[config.mk]
export PLATFORM = sky130hd
export DESIGN_NAME = dmem_arbiter
export DESIGN_NICKNAME = d
export VERILOG_FILES = /design/src/rtl/dmem_arb_pkg.sv /design/src/rtl/dmem_arb_fsm.sv /design/src/rtl/dmem_arbiter.sv
export SDC_FILE = /design/constraint.sdc
export NUM_CORES = 1
export LEC_CHECK = 0
export BUFFER_PORTS_ARGS = -buffer_cell sky130_fd_sc_hd__buf_2
export CORE_AREA = 4 4 113 115
export DETAILED_ROUTE_END_ITERATION = 6
export DIE_AREA = 0 0 117 119
export PLACE_DENSITY = 0.53
export SYNTH_ARGS = -nofsm -noshare
export SYNTH_HDL_FRONTEND = slang
export SYNTH_SLANG_ARGS = --single-unit
[constraint.sdc]
create_clock -name I_clk -period 3.78 [get_ports I_clk]
set_input_delay 0 -clock I_clk [delete_from_list [all_inputs] [get_ports I_clk]]
set_output_delay 0 -clock I_clk [all_outputs]
set_load 0.01 [all_outputs]
[src/rtl/dmem_arb_pkg.sv]
// Shared encodings for the data-memory arbiter: FSM states, owner tags and the memory request bundle.
package dmem_arb_pkg;

   localparam logic [1:0] CPU_PRI  = 2'd0;
   localparam logic [1:0] DMA_PRI  = 2'd1;
   localparam logic [1:0] DMA_LOCK = 2'd2;

   localparam logic OWN_CPU = 1'b0;
   localparam logic OWN_DMA = 1'b1;

   typedef struct packed {
      logic        we;
      logic [31:0] addr;
      logic [31:0] wdata;
   } mem_req_t;

endpackage

[src/rtl/dmem_arb_fsm.sv]
// Priority FSM for dmem_arbiter: CPU default priority, DMA anti-starvation and bounded lock bursts.
// DMA_LOCK and lock_cnt exist only when DMEM_ARB_LOCK_EN is defined.
module dmem_arb_fsm
   import dmem_arb_pkg::*;
#(
   parameter int unsigned WAIT_MAX = 4,
   parameter int unsigned LOCK_MAX = 8
) (
   input  logic clk,
   input  logic rst_n,
   input  logic cpu_req,
   input  logic dma_req,
   input  logic dma_lock,
   output logic gnt_cpu,
   output logic gnt_dma
);

   logic [1:0] state_q, state_d;
   logic [3:0] wait_q, wait_d;
`ifdef DMEM_ARB_LOCK_EN
   logic [7:0] lock_q, lock_d;
`else
   logic       unused_lock;
   assign unused_lock = dma_lock;
`endif

   always_comb begin
      state_d = state_q;
      wait_d  = wait_q;
      gnt_cpu = 1'b0;
      gnt_dma = 1'b0;
`ifdef DMEM_ARB_LOCK_EN
      lock_d  = lock_q;
`endif
      case (state_q)
         DMA_PRI: begin
            state_d = CPU_PRI;
            wait_d  = '0;
            if (dma_req) begin
               gnt_dma = 1'b1;
`ifdef DMEM_ARB_LOCK_EN
               if (dma_lock) begin
                  state_d = DMA_LOCK;
                  lock_d  = 8'd1;
               end
`endif
            end else begin
               gnt_cpu = cpu_req;
            end
         end
`ifdef DMEM_ARB_LOCK_EN
         DMA_LOCK: begin
            if ((lock_q == 8'(LOCK_MAX)) && cpu_req) begin
               // Lock budget spent: hand the CPU this cycle and drop the lock
               gnt_cpu = 1'b1;
               state_d = CPU_PRI;
               lock_d  = '0;
            end else if (dma_req) begin
               gnt_dma = 1'b1;
               wait_d  = '0;
               if (lock_q != 8'hff) lock_d = lock_q + 8'd1;
               if (!dma_lock) begin
                  state_d = CPU_PRI;
                  lock_d  = '0;
               end
            end else begin
               gnt_cpu = cpu_req;
               state_d = CPU_PRI;
               lock_d  = '0;
            end
         end
`endif
         default: begin
            if (cpu_req) begin
               gnt_cpu = 1'b1;
               if (dma_req) begin
                  wait_d = wait_q + 4'd1;
                  if (wait_q == 4'(WAIT_MAX - 1)) state_d = DMA_PRI;
               end
            end else if (dma_req) begin
               gnt_dma = 1'b1;
               wait_d  = '0;
`ifdef DMEM_ARB_LOCK_EN
               if (dma_lock) begin
                  state_d = DMA_LOCK;
                  lock_d  = 8'd1;
               end
`endif
            end
         end
      endcase
   end

   always_ff @(posedge clk or negedge rst_n) begin
      if (!rst_n) begin
         state_q <= CPU_PRI;
         wait_q  <= '0;
`ifdef DMEM_ARB_LOCK_EN
         lock_q  <= '0;
`endif
      end else begin
         state_q <= state_d;
         wait_q  <= wait_d;
`ifdef DMEM_ARB_LOCK_EN
         lock_q  <= lock_d;
`endif
      end
   end

endmodule

[src/rtl/dmem_arbiter.sv]
// Two-master arbiter in front of the single-port data memory (CPU vs DMA/loader).
// Optional DMA lock bursts are enabled by defining DMEM_ARB_LOCK_EN.
module dmem_arbiter
   import dmem_arb_pkg::*;
#(
   parameter int unsigned WAIT_MAX = 4,
   parameter int unsigned LOCK_MAX = 8
) (
   input  logic        I_clk,
   input  logic        I_rst_n,
   input  logic        I_cpu_req,
   input  logic        I_cpu_we,
   input  logic [31:0] I_cpu_addr,
   input  logic [31:0] I_cpu_wdata,
   output logic        O_cpu_gnt,
   output logic        O_cpu_stall,
   output logic        O_cpu_rvalid,
   output logic [31:0] O_cpu_rdata,
   input  logic        I_dma_req,
   input  logic        I_dma_we,
   input  logic [31:0] I_dma_addr,
   input  logic [31:0] I_dma_wdata,
   input  logic        I_dma_lock,
   output logic        O_dma_gnt,
   output logic        O_dma_rvalid,
   output logic [31:0] O_dma_rdata,
   output logic        O_mem_we,
   output logic [31:0] O_mem_addr,
   output logic [31:0] O_mem_wdata,
   input  logic [31:0] I_mem_rdata
);

   logic     gnt_cpu, gnt_dma;
   logic     owner_q, rd_q;
   mem_req_t cpu_port, dma_port, mem_port;

   dmem_arb_fsm #(
      .WAIT_MAX(WAIT_MAX),
      .LOCK_MAX(LOCK_MAX)
   ) u_fsm (
      .clk     (I_clk),
      .rst_n   (I_rst_n),
      .cpu_req (I_cpu_req),
      .dma_req (I_dma_req),
      .dma_lock(I_dma_lock),
      .gnt_cpu (gnt_cpu),
      .gnt_dma (gnt_dma)
   );

   assign cpu_port = {I_cpu_we, I_cpu_addr, I_cpu_wdata};
   assign dma_port = {I_dma_we, I_dma_addr, I_dma_wdata};

   // Idle memory sees the CPU address with writes suppressed
   always_comb begin
      mem_port    = gnt_dma ? dma_port : cpu_port;
      mem_port.we = mem_port.we & (gnt_cpu | gnt_dma);
   end

   assign O_mem_we    = mem_port.we;
   assign O_mem_addr  = mem_port.addr;
   assign O_mem_wdata = mem_port.wdata;

   assign O_cpu_gnt   = gnt_cpu;
   assign O_dma_gnt   = gnt_dma;
   assign O_cpu_stall = I_cpu_req & ~gnt_cpu;

   always_ff @(posedge I_clk or negedge I_rst_n) begin
      if (!I_rst_n) begin
         owner_q <= OWN_CPU;
         rd_q    <= 1'b0;
      end else begin
         owner_q <= gnt_dma ? OWN_DMA : OWN_CPU;
         rd_q    <= (gnt_cpu & ~I_cpu_we) | (gnt_dma & ~I_dma_we);
      end
   end

   assign O_cpu_rvalid = rd_q & (owner_q == OWN_CPU);
   assign O_dma_rvalid = rd_q & (owner_q == OWN_DMA);
   assign O_cpu_rdata  = O_cpu_rvalid ? I_mem_rdata : 32'h0;
   assign O_dma_rdata  = O_dma_rvalid ? I_mem_rdata : 32'h0;

endmodule
# Word-level counts from Yosys, hierarchy flattened
# Cells that the tools add are included.
# totals
wordCells,41
in_bits,167
output_inout_bits,134
reg_bits,8
# op_classes
reduce_logical,4
bitwise,12
eq_ne,2
add_sub_neg,1
mux,18
# op_table
op,n
$mux W65,1
$mux W32,2
$mux W4,4
$mux W2,4
$mux W1,7
$and A1 B1 Y1,6
$reduce_bool A2 Y1,3
$add A4 B1 Y4 const B,1
$eq A4 B2 Y1 const B,1
$not A1 Y1,4
$reduce_and A3 Y1,1
$eq A2 B1 Y1 const B,1
$or A1 B1 Y1,2

# Depth between registers and ports, before layout
# depth
word_depth,5
ltp_mapped,6
mapped_depth_nobuf,4

# Modules after synthesis
# From an unflattened synthesis, not the netlist that was laid out.
# hier_totals
cells_unflattened,219
hier_area_um2,1714.1
# modules_own_cells
mod,cells_each,seq_area_each_um2,instances,area_per_inst_um2
dmem_arbiter,192,50.0,1,1453.9
dmem_arb_fsm,27,125.1,1,260.2

# Worst setup path after synthesis
# Ideal clock, no wire load.
# synth_path
path_kind,register -> output
start,register u_fsm.state_q[0]
end,output port O_mem_addr[25]
n_path_buf,2
t_arrival_ps,1249
path_slack_ps,2531
t_required_ps,3780
stages_incl_launch_ff,5
cell_sequence,dfrtp_1 > o21ai_4 > buf_6 > buf_8 > mux2_4
# synth_between
elab_chain_cells,3
# synth_rtl
element,line_no,source
start: declaration,dmem_arb_fsm.sv:18,"logic [1:0] state_q, state_d;"
start signal: assignment,dmem_arb_fsm.sv:102,state_q <= state_d;
$eq A2 B1 Y1,dmem_arb_fsm.sv:35,case (state_q)
$mux W1,dmem_arb_fsm.sv:35,
$mux W65,dmem_arbiter.sv:55,mem_port = gnt_dma ? dma_port : cpu_port;
end: declaration,dmem_arbiter.sv:28,"output logic [31:0] O_mem_addr,"
# No other way between the ends.

# Worst setup path in the final report
# layout_path
start,register u_fsm.state_q[0]
end,output port O_mem_wdata[2]
# layout_between
elab_chain_cells,3
# layout_rtl
element,line_no,source
$eq A2 B1 Y1,dmem_arb_fsm.sv:35,
$mux W1,dmem_arb_fsm.sv:35,
$mux W65,dmem_arbiter.sv:55,
end: declaration,dmem_arbiter.sv:29,"output logic [31:0] O_mem_wdata,"
# No other way between the ends.

==> metrics.txt <==
# TYPE chip_impl_metric gauge
chip_impl_info{name="status",value="finished clean"} 1
chip_impl_metric{name="seq_power_share",unit=""} 0.155
chip_impl_metric{name="synth_fp_nets",unit=""} 350
chip_impl_metric{name="chipHeight",unit="um"} 119
chip_impl_metric{name="min_period",unit="ps"} 2209
chip_impl_metric{name="dieWidth",unit="um"} 117
chip_impl_metric{name="cts_clk_pin_slew_worst_paths",unit="ps"} 40
chip_impl_metric{name="timing.slew.headroom",unit=""} 0.3713
chip_impl_metric{name="switching_power",unit="mW"} 0.2098
chip_impl_info{name="final_common_cell",value="sky130_fd_sc_hd__buf_2"} 1
chip_impl_metric{name="cp_max_fo",unit=""} 66
chip_impl_info{name="worstSetupStartpointType",value="flop"} 1
chip_impl_metric{name="totalWireLength",unit="um"} 8101
chip_impl_metric{name="layout.cell_area.non_filler",unit="um^2"} 3366
chip_impl_metric{name="drt_first_pass_iters",unit=""} 4
chip_impl_metric{name="synth.cell_area",unit="um^2"} 1712
chip_impl_metric{name="sequential_fraction_of_the_synthesis_area",unit=""} 0.1023
chip_impl_metric{name="cts_hold_buf",unit=""} 1
chip_impl_metric{name="fmax_achieved",unit="GHz"} 0.4528
chip_impl_metric{name="finClkSkew",unit="ps"} 0.2067
chip_impl_metric{name="power.clock.fraction",unit=""} 0.287
chip_impl_metric{name="gpl.final_weighted_congestion",unit=""} 0.7220
chip_impl_metric{name="comb_power_share",unit=""} 0.558
chip_impl_metric{name="syn2layout_area_growth",unit="%"} 96.64
chip_impl_metric{name="multiplexer_area_fraction_after_synthesis",unit=""} 0.4927
chip_impl_metric{name="antenna_violating_nets_post_route",unit=""} 0
chip_impl_info{name="end_kind",value="primary output"} 1
chip_impl_metric{name="power-per-cell-area",unit="nW/um^2"} 188.2
chip_impl_info{name="main_combinational_cell_family_by_area_after_synthesis",value="multiplexers"} 1
chip_impl_metric{name="postSynthCellCount",unit=""} 182
chip_impl_metric{name="drt-wirelength-per-cell",unit="um"} 13.11
chip_impl_metric{name="synth-adder-area-share",unit=""} 0.007310
chip_impl_metric{name="fin_setup_tns",unit="ps"} 0
chip_impl_metric{name="cts-buffers-inserted",unit=""} 3
chip_impl_info{name="setup_repair_after_global_routing_missed_its_margin",value="no"} 1
chip_impl_metric{name="final_hold_viol_count",unit=""} 0
chip_impl_metric{name="worst_slew_pin_slew",unit="ps"} 943.1
chip_impl_metric{name="antenna_found_initial",unit=""} 0
chip_impl_metric{name="via_per_inst",unit=""} 4.040
chip_impl_metric{name="floorplan.core_area",unit="um^2"} 11810
chip_impl_metric{name="globalRouteTotalUtil",unit=""} 0.09891
chip_impl_metric{name="drc_errors",unit=""} 0
chip_impl_metric{name="dr.first_iter.drc_count",unit=""} 27
chip_impl_metric{name="globalRouteOverflowTotal",unit=""} 0
chip_impl_metric{name="rows",unit=""} 40
chip_impl_metric{name="post_cts_resized",unit=""} 0
chip_impl_metric{name="n_antenna_cell",unit=""} 0
chip_impl_info{name="cts_root_buffer",value="sky130_fd_sc_hd__clkbuf_16"} 1
chip_impl_info{name="min-delay-path-class",value="input pin to flop"} 1
chip_impl_metric{name="boundaryPins",unit=""} 301
chip_impl_metric{name="sw_frac_of_total",unit=""} 0.3312
chip_impl_metric{name="cts_htree_levels",unit=""} 1
chip_impl_metric{name="cts.sinks",unit=""} 7
chip_impl_metric{name="post-route-period-util",unit=""} 0.5843
chip_impl_metric{name="maxCapViolations",unit=""} 0
chip_impl_metric{name="dpl_cell_area",unit="um^2"} 3277
chip_impl_metric{name="port_buffers",unit=""} 299
chip_impl_metric{name="synthesized_area_fraction_occupied_by_and_or_nand_nor_cells",unit=""} 0.2836
chip_impl_metric{name="setup-violations-final",unit=""} 0
chip_impl_metric{name="post_route_cells_drive_above_1_share",unit=""} 0.7877
chip_impl_metric{name="vdd_ir_drop_max",unit="mV"} 0.09091
chip_impl_metric{name="syn-mean-instance-area",unit="um^2"} 9.405
chip_impl_metric{name="internal_power",unit="mW"} 0.4235
chip_impl_metric{name="nets_final",unit=""} 640
chip_impl_info{name="clock_tree_from_tritoncts",value="built"} 1
chip_impl_info{name="path_type_of_the_worst_setup_path",value="flop to primary output"} 1
chip_impl_metric{name="p_leak",unit="nW"} 2.175
chip_impl_metric{name="layout.core_utilization",unit=""} 0.2850
chip_impl_metric{name="cp.required",unit="ps"} 3780
chip_impl_metric{name="cp.arrival",unit="ps"} 2210
chip_impl_metric{name="vias",unit=""} 2497
chip_impl_metric{name="floorplan.die_area",unit="um^2"} 13920
chip_impl_metric{name="clk_latency",unit="ps"} 230
chip_impl_metric{name="grt_start_max_net_pins",unit=""} 67
chip_impl_metric{name="share_of_the_synthesized_area_in_compound_gates_ao_oa_aoi_oai",unit=""} 0.02924
chip_impl_metric{name="yosys.cell_types.count",unit=""} 27
chip_impl_metric{name="start_util",unit=""} 0.1449
chip_impl_metric{name="vias_in_the_first_global_route",unit=""} 2350
chip_impl_metric{name="post_cts.repair.setup_buffers",unit=""} 0
chip_impl_metric{name="detailedPlacementHpwl",unit="um"} 7262
chip_impl_metric{name="max-clock-path-buffers",unit=""} 2
chip_impl_metric{name="grt_pass1_wl",unit="um"} 11200
chip_impl_metric{name="synth_seq_cells",unit=""} 7
chip_impl_info{name="final_cell_mix",value="299 x sky130_fd_sc_hd__buf_2, 38 x sky130_fd_sc_hd__mux2_2, 33 x sky130_fd_sc_hd__and2_1, 33 x sky130_fd_sc_hd__and3_1, 27 x sky130_fd_sc_hd__mux2_4"} 1
chip_impl_metric{name="maxSlewViolCount",unit=""} 0
chip_impl_metric{name="yosysWarningCount",unit=""} 0
chip_impl_metric{name="synth_xor_area_frac",unit=""} 0
[worst max-delay path, cell delays in order, from the launching register on]
cell,delay [ps]
sky130_fd_sc_hd__dfrtp_1,480
sky130_fd_sc_hd__o21ai_4,170
sky130_fd_sc_hd__buf_4,710
sky130_fd_sc_hd__mux2_2,410
sky130_fd_sc_hd__buf_2,140
[through the flow]
stage | instances | total power, mW | hold slack, ps | setup WS, ps
floorplan | 182 | 0.2815 | -295.6 | 2531
global placement | 613 | 0.4532 | -158.6 | 1826
detailed placement | 613 | 0.4568 | -156.9 | 1799
CTS | 618 | 0.6443 | 24.10 | 1546
global route | 618 | 0.6759 | 46.56 | 1447
finish | 618 | 0.6333 | 12.78 | 1571
[cell usage after synthesis (all sizes together)]
cell	number	area, um^2
nor2	1	3.750
nor2b	2	12.51
dfrtp	7	175.2
o21ai	3	26.28
nand2b	1	6.260
mux2	65	833.3
a31oi	1	6.260
buf	8	96.34
and3	33	206.5
a21boi	1	7.510
clkbuf	9	33.78
mux2i	1	10.01
or3	1	6.260
nor3	1	5.000
nand3	3	15.01
ha	1	12.51
inv	4	15.01
and2	33	206.5
nand2	4	15.01
a21oi	2	10.01
nand4b	1	8.760
[state kept, by name (all words and copies together) (netlist names)]
| signal | count |
|---|---|
| u_fsm.wait_q | 4 |
| rd_q | 1 |
| owner_q | 1 |
| u_fsm.state_q | 1 |
[cell type report]
type,instances,area (um^2)
multi-input combinational,154,1391
tap,147,183.9
clock buffer,4,78.83
inverter,4,15.01
timing repair buffer,302,1521
sequential,7,175.2
fill,1250,8446
[power groups by stage]
| stage | clock network (mW) | registers (mW) | logic, mW |
|---|---|---|---|
| 3_3_place_gp | 0 | 0.0976 | 0.356 |
| 2_1_floorplan | 0 | 0.0891 | 0.192 |
| 4_1_cts | 0.186 | 0.0980 | 0.360 |
| 5_1_grt | 0.190 | 0.100 | 0.386 |
| 6_report | 0.182 | 0.0979 | 0.353 |
| 3_5_place_dp | 0 | 0.0991 | 0.358 |
[kinds of logic (layout without fill, tap and decap cells)]
family	after synthesis	count (layout)
AND/OR/NAND/NOR	80	80
adder cells (fa/ha/maj)	1	1
AO/OA/AOI/OAI	7	7
flip-flops	7	7
buffers and inverters	21	310
multiplexers	66	66
[layer usage]
layer / wire, um / global-route usage / part of all wire
met1: 2767 / 0.09644 / 0.34
met2: 4346 / 0.2055 / 0.54
met3: 905 / 0.01880 / 0.11
met4: 81 / 0.02079 / 0.010
met5: 0 / 0 / 0
[path summary, 6_finish.rpt]
check,from,end,slack (ps),depth (start not counted)
max,u_fsm.state_q[0],O_mem_wdata[2],1570,4
min,I_dma_we,rd_q,10,2
max reg2reg,u_fsm.state_q[0],rd_q,2010,3
min reg2reg,u_fsm.wait_q[3],u_fsm.state_q[0],490,1
max in group asynchronous,I_rst_n,u_fsm.wait_q[0],3480,2
min in group asynchronous,I_rst_n,owner_q,140,2
No activity file was read; power rests on OpenSTA's default activity.
